`config.mk`:
```
export PLATFORM = sky130hd
export DESIGN_NAME = trap_monitor
export DESIGN_NICKNAME = d
export VERILOG_FILES = /design/src/rtl/trap_monitor.sv
export SDC_FILE = /design/constraint.sdc
export NUM_CORES = 1
export LEC_CHECK = 0
export CORE_AREA = 2 2 255 156
export CTS_BUF_LIST = sky130_fd_sc_hd__clkbuf_8
export DETAILED_ROUTE_END_ITERATION = 16
export DIE_AREA = 0 0 257 158
export PLACE_DENSITY = 0.67
export SETUP_SLACK_MARGIN = 0.3
export SYNTH_ARGS = -nofsm -noshare
export SYNTH_HDL_FRONTEND = slang
export SYNTH_SLANG_ARGS = --single-unit
```
`constraint.sdc`:
```
create_clock -name clk -period 3.7 [get_ports clk]
set_input_delay 0.74 -clock clk [delete_from_list [all_inputs] [get_ports clk]]
set_output_delay 0.74 -clock clk [all_outputs]
set_load 0.02 [all_outputs]
```
`src/rtl/trap_monitor.sv`:
```
// rtl/trap_monitor.sv - end-of-simulation trap monitor: ebreak exit code, RV32I illegal decode, no-retire watchdog
// Optional TRAP_MONITOR_SIM_EN: prints a halt banner and calls $finish on entering HALT.
module trap_monitor #(
   parameter int XLEN            = 32,
   parameter int CNT_W           = 64,
   parameter int WATCHDOG_CYCLES = 1024,
   parameter int DRAIN_CYCLES    = 2
) (
   input  logic             clk,
   input  logic             rst,
   input  logic             inst_valid,
   input  logic [XLEN-1:0]  pc,
   input  logic [31:0]      instruction,
   input  logic [XLEN-1:0]  a0,
   output logic             halted,
   output logic [2:0]       trap_kind,
   output logic [XLEN-1:0]  trap_pc,
   output logic [31:0]      trap_inst,
   output logic [XLEN-1:0]  exit_code,
   output logic [CNT_W-1:0] cycle_cnt,
   output logic [CNT_W-1:0] inst_cnt
);
   localparam logic [31:0] EBREAK      = 32'h0010_0073;
   localparam logic [31:0] ECALL       = 32'h0000_0073;
   localparam logic [2:0]  K_NONE      = 3'd0;
   localparam logic [2:0]  K_GOOD      = 3'd1;
   localparam logic [2:0]  K_BAD_EXIT  = 3'd2;
   localparam logic [2:0]  K_ILLEGAL   = 3'd3;
   localparam logic [2:0]  K_TIMEOUT   = 3'd4;
   localparam logic [31:0] WD_LIMIT    = 32'(WATCHDOG_CYCLES);
   localparam logic [31:0] DRAIN_LIMIT = 32'(DRAIN_CYCLES);
   localparam logic [CNT_W-1:0] CNT_ONE = CNT_W'(1);

   typedef enum logic [1:0] {S_RUN, S_DRAIN, S_HALT} state_t;

   state_t           r_state;
   logic             r_halted;
   logic [2:0]       r_kind;
   logic [XLEN-1:0]  r_trap_pc;
   logic [31:0]      r_trap_inst;
   logic [XLEN-1:0]  r_exit_code;
   logic [CNT_W-1:0] r_cycle_cnt;
   logic [CNT_W-1:0] r_inst_cnt;
   logic [31:0]      r_wd;
   logic [31:0]      r_drain;
   logic [XLEN-1:0]  r_last_pc;
   logic             w_legal;

   // Strict RV32I decode; the opcode match already requires low bits 2'b11.
   function automatic logic is_legal(input logic [31:0] w);
      logic [2:0] f3;
      logic [6:0] f7;
      f3 = w[14:12];
      f7 = w[31:25];
      is_legal = 1'b0;
      case (w[6:0])
         7'b0110111, 7'b0010111, 7'b1101111: is_legal = 1'b1;
         7'b1100111: is_legal = (f3 == 3'd0);
         7'b1100011: is_legal = (f3 != 3'd2) && (f3 != 3'd3);
         7'b0000011: is_legal = (f3 != 3'd3) && (f3 != 3'd6) && (f3 != 3'd7);
         7'b0100011: is_legal = (f3 <= 3'd2);
         7'b0010011: begin
            case (f3)
               3'd1:    is_legal = (f7 == 7'h00);
               3'd5:    is_legal = (f7 == 7'h00) || (f7 == 7'h20);
               default: is_legal = 1'b1;
            endcase
         end
         7'b0110011: is_legal = (f7 == 7'h00) || ((f7 == 7'h20) && ((f3 == 3'd0) || (f3 == 3'd5)));
         7'b0001111: is_legal = (f3 <= 3'd1);
         7'b1110011: is_legal = (w == ECALL) || (w == EBREAK) || ((f3 != 3'd0) && (f3 != 3'd4));
         default:    is_legal = 1'b0;
      endcase
   endfunction

   always_comb begin
      w_legal = is_legal(instruction);
   end

`ifdef TRAP_MONITOR_SIM_EN
   function automatic string cause_name(input logic [2:0] k);
      case (k)
         K_GOOD:     cause_name = "GOOD TRAP";
         K_BAD_EXIT: cause_name = "BAD EXIT";
         K_ILLEGAL:  cause_name = "ILLEGAL INSTRUCTION";
         K_TIMEOUT:  cause_name = "WATCHDOG TIMEOUT";
         default:    cause_name = "NONE";
      endcase
   endfunction
`endif

   always_ff @(posedge clk) begin
      if (!rst) begin
         r_state     <= S_RUN;
         r_halted    <= 1'b0;
         r_kind      <= K_NONE;
         r_trap_pc   <= '0;
         r_trap_inst <= '0;
         r_exit_code <= '0;
         r_cycle_cnt <= '0;
         r_inst_cnt  <= '0;
         r_wd        <= '0;
         r_drain     <= '0;
         r_last_pc   <= '0;
      end else begin
         case (r_state)
            S_RUN: begin
               r_cycle_cnt <= r_cycle_cnt + CNT_ONE;
               if (inst_valid) begin
                  if (instruction == EBREAK) begin
                     r_kind      <= (a0 == '0) ? K_GOOD : K_BAD_EXIT;
                     r_trap_pc   <= pc;
                     r_trap_inst <= instruction;
                     r_exit_code <= a0;
                     r_inst_cnt  <= r_inst_cnt + CNT_ONE;
                     r_state     <= S_DRAIN;
                  end else if (!w_legal) begin
                     r_kind      <= K_ILLEGAL;
                     r_trap_pc   <= pc;
                     r_trap_inst <= instruction;
                     r_state     <= S_DRAIN;
                  end else begin
                     r_inst_cnt  <= r_inst_cnt + CNT_ONE;
                     r_wd        <= '0;
                     r_last_pc   <= pc;
                  end
               end else if (WD_LIMIT != 32'd0) begin
                  // Trap on the edge where the idle count would reach the limit.
                  if (r_wd + 32'd1 == WD_LIMIT) begin
                     r_kind      <= K_TIMEOUT;
                     r_trap_pc   <= r_last_pc;
                     r_trap_inst <= '0;
                     r_state     <= S_DRAIN;
                  end else begin
                     r_wd <= r_wd + 32'd1;
                  end
               end
            end
            S_DRAIN: begin
               r_cycle_cnt <= r_cycle_cnt + CNT_ONE;
               if (r_drain == DRAIN_LIMIT) begin
                  r_state  <= S_HALT;
                  r_halted <= 1'b1;
`ifdef TRAP_MONITOR_SIM_EN
                  if (r_kind == K_GOOD)
                     $display("\033[1;32m[trap_monitor] HIT %s pc=%h inst=%h exit=%0d cycles=%0d insts=%0d\033[0m",
                              cause_name(r_kind), r_trap_pc, r_trap_inst, r_exit_code,
                              r_cycle_cnt + CNT_ONE, r_inst_cnt);
                  else
                     $display("\033[1;31m[trap_monitor] HIT %s pc=%h inst=%h exit=%0d cycles=%0d insts=%0d\033[0m",
                              cause_name(r_kind), r_trap_pc, r_trap_inst, r_exit_code,
                              r_cycle_cnt + CNT_ONE, r_inst_cnt);
                  if (r_kind == K_GOOD) $finish(0);
                  else $finish(1);
`endif
               end else begin
                  r_drain <= r_drain + 32'd1;
               end
            end
            default: begin
            end
         endcase
      end
   end

   assign halted    = r_halted;
   assign trap_kind = r_kind;
   assign trap_pc   = r_trap_pc;
   assign trap_inst = r_trap_inst;
   assign exit_code = r_exit_code;
   assign cycle_cnt = r_cycle_cnt;
   assign inst_cnt  = r_inst_cnt;
endmodule

```
* After elaboration in Yosys (flattened, before gate mapping)
Index checks and enable logic that the tools add are counted.
** Cells by class
- $add $sub $neg :: 4
- Magnitude comparators :: 2
- Equality and inequality tests :: 31
- Muxes and demuxes :: 27
- Bitwise operators :: 2
- Reductions and logical operators :: 28
** Operators by type and width (number)
- two-way mux 32 bit :: 12
- adder 64 x 1 -> 64 bit (second input constant) :: 2
- two-way mux 64 bit :: 2
- adder 32 x 1 -> 32 bit (second input constant) :: 2
- equality test 32 x 11 -> 1 bit (second input constant) :: 1
- equality test 32 x 2 -> 1 bit (second input constant) :: 1
- equality test 32 x 21 -> 1 bit (second input constant) :: 1
- equality test 32 x 7 -> 1 bit (second input constant) :: 1
- logical NOT 32 bit :: 1
- equality test 7 x 6 -> 1 bit (second input constant) :: 4
- equality test 7 bit (second input constant) :: 4
- equality test 7 x 5 -> 1 bit (second input constant) :: 2
- two-way mux 2 bit :: 6
- two-way mux 3 bit :: 4
- inequality test 3 bit (second input constant) :: 4
- AND reduction 4 bit :: 3
- inequality test 3 x 2 -> 1 bit (second input constant) :: 3
- one-hot mux 1 bit (9 select lines) :: 1
- AND reduction 3 bit :: 3
- equality test 7 x 2 -> 1 bit (second input constant) :: 1
- equality test 7 x 4 -> 1 bit (second input constant) :: 1
- logical NOT 7 bit :: 1
- inequality test 2 bit (second input constant) :: 3
- nonzero test 2 bit :: 3
- other kinds (18) :: 28
** Storage, ports and cells
- Register bits :: 326
- Bits of input ports :: 99
- Output and inout port bits :: 228
- Word-level logic and storage cells :: 105

* Depth between registers and ports, before layout
- Depth after elaboration :: 9
- Gate-level depth with buffers :: 13
- Depth with buffers taken out :: 10

* Worst setup path before layout
Ideal clock, no wire load.
- Path kind :: input-to-reg
- From :: in instruction[7]
- To :: reg r_inst_cnt[60], in the netlist inst_cnt[60]
- Setup time :: 0.059 ns
- Data arrival time :: 3.026 ns
- Data required time :: 3.641 ns
- Slack :: 0.615 ns
- Stages :: 10
- Path buffers :: 2
- Path through :: nor4_1 nand3_1 nor3_2 or3_1 clkbuf_1 o21ai_1 or4_1 buf_2 or4_1 nand2_1
** On the way
- Longest elaborated chain between the ends :: 6
- Elaborated cells between the ends (all ways) :: 8
- Those cells by class :: eq/ne: 2; mux: 2; reduce/logical: 4
** RTL lines
- start, declared :: line 13 : input logic [31:0] instruction,
- equality test 32 x 7 -> 1 bit or equality test 32 x 21 -> 1 bit (tied branches) :: line 71, 110
- logical OR 1 bit (2 in series) :: line 71 : 7'b1110011: is_legal = (w == ECALL) || (w == EBREAK) || ((f3 != 3'd0) && (f3 != 3'd4));
- one-hot mux 1 bit (9 select lines) :: line 56 : case (w[6:0])
- nonzero test 2 bit (no source line)
- AND reduction 3 bit (no source line)
- end signal, assigned :: line 115 : r_inst_cnt <= r_inst_cnt + CNT_ONE;
- end signal, assigned :: line 123 : r_inst_cnt <= r_inst_cnt + CNT_ONE;
- end, declared :: line 43 : logic [CNT_W-1:0] r_inst_cnt;
Parallel ways exist; a longest one is shown, timed or not.
A chain may end at the register's enable or synchronous reset.

* Worst setup path in the final report
- From :: reg r_wd[20]
- To :: reg r_trap_inst[25], in the netlist trap_inst[25]
** On the way
- Longest elaborated chain between the ends :: 4
** RTL lines
- start, declared :: line 44 : logic [31:0] r_wd;
- start signal, assigned :: line 135 : r_wd <= r_wd + 32'd1;
- adder 32 x 1 -> 32 bit :: line 129 : if (r_wd + 32'd1 == WD_LIMIT) begin
- equality test 32 x 11 -> 1 bit :: line 129
- nonzero test 2 bit (no source line)
- AND reduction 3 bit (no source line)
- end signal, assigned :: line 113 : r_trap_inst <= instruction;
- end signal, assigned :: line 120 : r_trap_inst <= instruction;
- end, declared :: line 40 : logic [31:0] r_trap_inst;
No other way between the ends.

==> metrics list <==
* Number of antenna violations at the first check in global routing: 1
- CTS placed an instance of sky130_fd_sc_hd__clkbuf_8 at the clock tree root.
* Worst slew pin tran: 0.973 ns
* Post-synth top flop: sky130_fd_sc_hd__dfxtp_1
- VDD sags by at most 0.000259 V.
- The worst setup path is captured at a flip-flop.
- Number of buffers created by CTS: 53
* Wire length per cell after detailed routing: 17.0 µm
- Minimum clock period after layout: 3.29 ns
- The clock passes through at most 3 buffers.
* Number of flops mapped to enable cells by yosys: 0
- Sequential elements use 43.0% of the synthesized area.
* Clock Sink Count: 326
- In this run, placement finished with an instance count of 2607.
- Overall die height: 158 µm
- Worst EP arrival: 3.79 ns
- Area of the die: 40600 µm²
- First-iteration detailed-routing DRC count: 962
* Worst relative slew slack: 35.1%
- Total chip power: 7.53 mW
- Tcrit/Tclk final: 89.0%
- Clock slew at the register clock pins of the worst setup and hold paths: 0.07 ns
- The clock tree synthesis step divided the H-tree into 2 levels.
* Leak: 7.13 nW
- Hold_buf cts: 0
* Count of buffers from port buffering: 326
- The number of nets handed over by synthesis was 1925.
* Final nets: 2246
* Area Growth Syn to Fin: 32.7%
- Total of max-cap violations: 0
- After synthesis, the share of flip-flops with an asynchronous set or reset is 0%.
* Post-synthesis instance total: 1820
- Required time of the worst setup path: 4.20 ns
- Synthesized area per cell: 8.35 µm²
- The number of hold-slack violations in the final timing report is 0.
- Unrepaired setup endpoints after global routing: no
- In the global route stage, overall resource usage came out at 21.4%.
* Via count of the routed design: 14500
- Wires add up to 45900 µm.
* Die outline width: 257 µm
- The count of nets left with antenna violations once routing finished came out at 0.
- Number of register bits inferred by synthesis: 326
- TritonCTS built the clock tree.
- Clock latency on the worst-skew pair, taken at its later pin, is 0.62 ns.
* Sum of net half-perimeters after detailed placement: 31900 µm
* Routability cong.: 0.869
* Setup Viol. Count Final: 0
- Post-Route Hold Slack: 0.451 ns
- The first global-routing pass estimated 71900 µm of wire.
- Number of optimization iterations in the first detailed-route pass: 8
- Non-filler cells, final: 2705
* CP startpoint kind: flip-flop
* Outcome: complete, no violations
* Highest Clock Rate: 304 MHz
- Between clock sinks in the finished design, the worst skew comes to 0.0505 ns.
- Starting density of the core: 39.5%
* CP max FO: 33
- The count of pins over their slew limit is 0.
- Crit Path Class: reg2reg
- In the routed design, unresolved DRC markers number 0.
- The mapped netlist covers 15200 µm².
- The library cell used most frequently in the layout, excluding fill and tap cells, is sky130_fd_sc_hd__dfxtp_1.
- The total area inside the core boundary comes to 38500 µm².
- Ports: 327
- Top library cells by usage in the layout, fill and taps aside: sky130_fd_sc_hd__dfxtp_1, sky130_fd_sc_hd__clkdlybuf4s50_1, sky130_fd_sc_hd__nand2_1
- The via count of the first global-routing pass was 13500.
- After synthesis, the netlist uses 70 different library cells.
- Cells with a size suffix above 1 make up 8.89% of the layout.
- Using the TritonRoute via totals, the vias-per-cell ratio works out to 5.36.
- Number of warnings reported in the yosys synthesis log: 0
- The path class of the tightest hold or removal check is reg2reg.
* Floorplan row count: 56
* Power per cell area: 373 nW/µm²
- Pin count of the biggest net entering global routing: 120
* Total congestion overflow after global routing: 0
-- final timing paths --
| check | slack, ns | from | end | cells after the start |
|---|---|---|---|---|
| worst min-delay path | 0.45 | r_last_pc[13] | r_last_pc[13] | 2 |
| worst max-delay path | 0.41 | r_wd[20] | trap_inst[25] | 9 |
| worst min register to register | 0.45 | r_last_pc[13] | r_last_pc[13] | 2 |
| worst max register to register | 0.41 | r_wd[20] | trap_inst[25] | 9 |
-- synth_stat cells (9+ instances only) --
| master | count | share of area, % |
|---|---|---|
| sky130_fd_sc_hd__dfxtp_1 | 326 | 43 |
| sky130_fd_sc_hd__nand2_1 | 286 | 7.1 |
| sky130_fd_sc_hd__nor2_1 | 157 | 3.9 |
| sky130_fd_sc_hd__a21oi_1 | 112 | 3.7 |
| sky130_fd_sc_hd__nand3_1 | 89 | 2.9 |
| sky130_fd_sc_hd__clkbuf_1 | 87 | 2.1 |
| sky130_fd_sc_hd__xnor2_1 | 72 | 4.2 |
| sky130_fd_sc_hd__mux2i_1 | 52 | 3.4 |
| sky130_fd_sc_hd__xor2_1 | 51 | 2.9 |
| sky130_fd_sc_hd__nor4_1 | 50 | 2.1 |
| sky130_fd_sc_hd__o21ai_0 | 47 | 1.5 |
| sky130_fd_sc_hd__nor3_1 | 46 | 1.5 |
| sky130_fd_sc_hd__a32o_1 | 43 | 2.8 |
| sky130_fd_sc_hd__nand4_1 | 41 | 1.7 |
| sky130_fd_sc_hd__and3_1 | 40 | 1.6 |
| sky130_fd_sc_hd__or3_1 | 40 | 1.6 |
| sky130_fd_sc_hd__inv_1 | 37 | 0.91 |
| sky130_fd_sc_hd__mux2_2 | 32 | 2.4 |
| sky130_fd_sc_hd__and4_1 | 20 | 1.2 |
| sky130_fd_sc_hd__a31oi_1 | 19 | 0.78 |
| sky130_fd_sc_hd__nand2b_1 | 19 | 0.78 |
| sky130_fd_sc_hd__and2_1 | 17 | 0.70 |
| sky130_fd_sc_hd__buf_2 | 17 | 0.56 |
| sky130_fd_sc_hd__o211ai_1 | 11 | 0.54 |
| sky130_fd_sc_hd__a211oi_1 | 9 | 0.44 |
-- logic make-up (layout without fill, tap and decap cells) --
group                    after synthesis  after routing  synth area share [%]
AO/OA/AOI/OAI                        270            270                  11.5
XOR/XNOR                             123            123                  7.09
adder cells (fa/ha/maj)                6              6                 0.494
buffers and inverters                153            515                  4.19
flip-flops                           326            326                  43.0
multiplexers                          84             84                  5.80
other                                  0              1                     0
AND/OR/NAND/NOR                      858            858                  28.0
-- power by group --
part | switching [mW] | internal (mW)
Combinational | 0.427 | 0.350
Sequential | 0.0506 | 3.58
Clock | 1.50 | 1.61
-- worst max-delay path, cell delays in order (launching register included) --
cell	delay, ns
sky130_fd_sc_hd__dfxtp_1	0.57
sky130_fd_sc_hd__nand4_1	0.22
sky130_fd_sc_hd__nor2_1	0.44
sky130_fd_sc_hd__and3_1	0.32
sky130_fd_sc_hd__o2111ai_1	0.17
sky130_fd_sc_hd__a211oi_1	0.38
sky130_fd_sc_hd__and4_2	0.44
sky130_fd_sc_hd__o21ai_4	0.10
sky130_fd_sc_hd__buf_12	0.23
sky130_fd_sc_hd__a32o_1	0.27
-- timing repair --
item                                    CTS  global route
hold endpoints to repair                  0             0
resized for setup                         1             3
cloned                                    0             0
setup buffers                             0             1
pin swaps                                 0             1
endpoints found under the setup margin   13            89
-- layout make-up --
| type | instances | area, µm² |
|---|---|---|
| Fill cell | 3565 | 18300 |
| Multi-Input combinational cell | 1341 | 8060 |
| Sequential cell | 326 | 6530 |
| Timing Repair Buffer | 381 | 3720 |
| Clock buffer | 66 | 908 |
| Tap cell | 522 | 653 |
| Inverter | 38 | 148 |
| Clock inverter | 30 | 139 |
| Antenna cell | 1 | 2.50 |
-- per-layer routing --
metal	up-vias	GRT usage (%)	part of all wire [%]
met3	72	6.16	7.4
met5	-	0	0.028
met2	444	31.8	42
li1	7060	-	-
met1	6934	30.4	48
met4	2	5.20	1.8
-- sequential cells by signal, indices dropped and copies added, names as in the netlist --
| register | cells |
|---|---|
| r_state | 2 |
| trap_kind | 3 |
| inst_cnt | 64 |
| trap_pc | 32 |
| trap_inst | 32 |
| r_wd | 32 |
| exit_code | 32 |
| halted | 1 |
| r_last_pc | 32 |
| r_drain | 32 |
| cycle_cnt | 64 |
-- per-stage QoR --
step           cell area [µm²]  util, %  TNS (ns)  setup slack (ns)
6_report                 20200     52.4         0             0.409
5_1_grt                  20200     52.4         0             0.308
4_1_cts                  20100     52.3         0             0.370
3_5_place_dp             19100     49.6    -0.257           -0.0332
3_3_place_gp             19100     49.6    -0.567           -0.0726
2_1_floorplan            15200        -         0             0.615
Power figures use the tool's default switching activity.
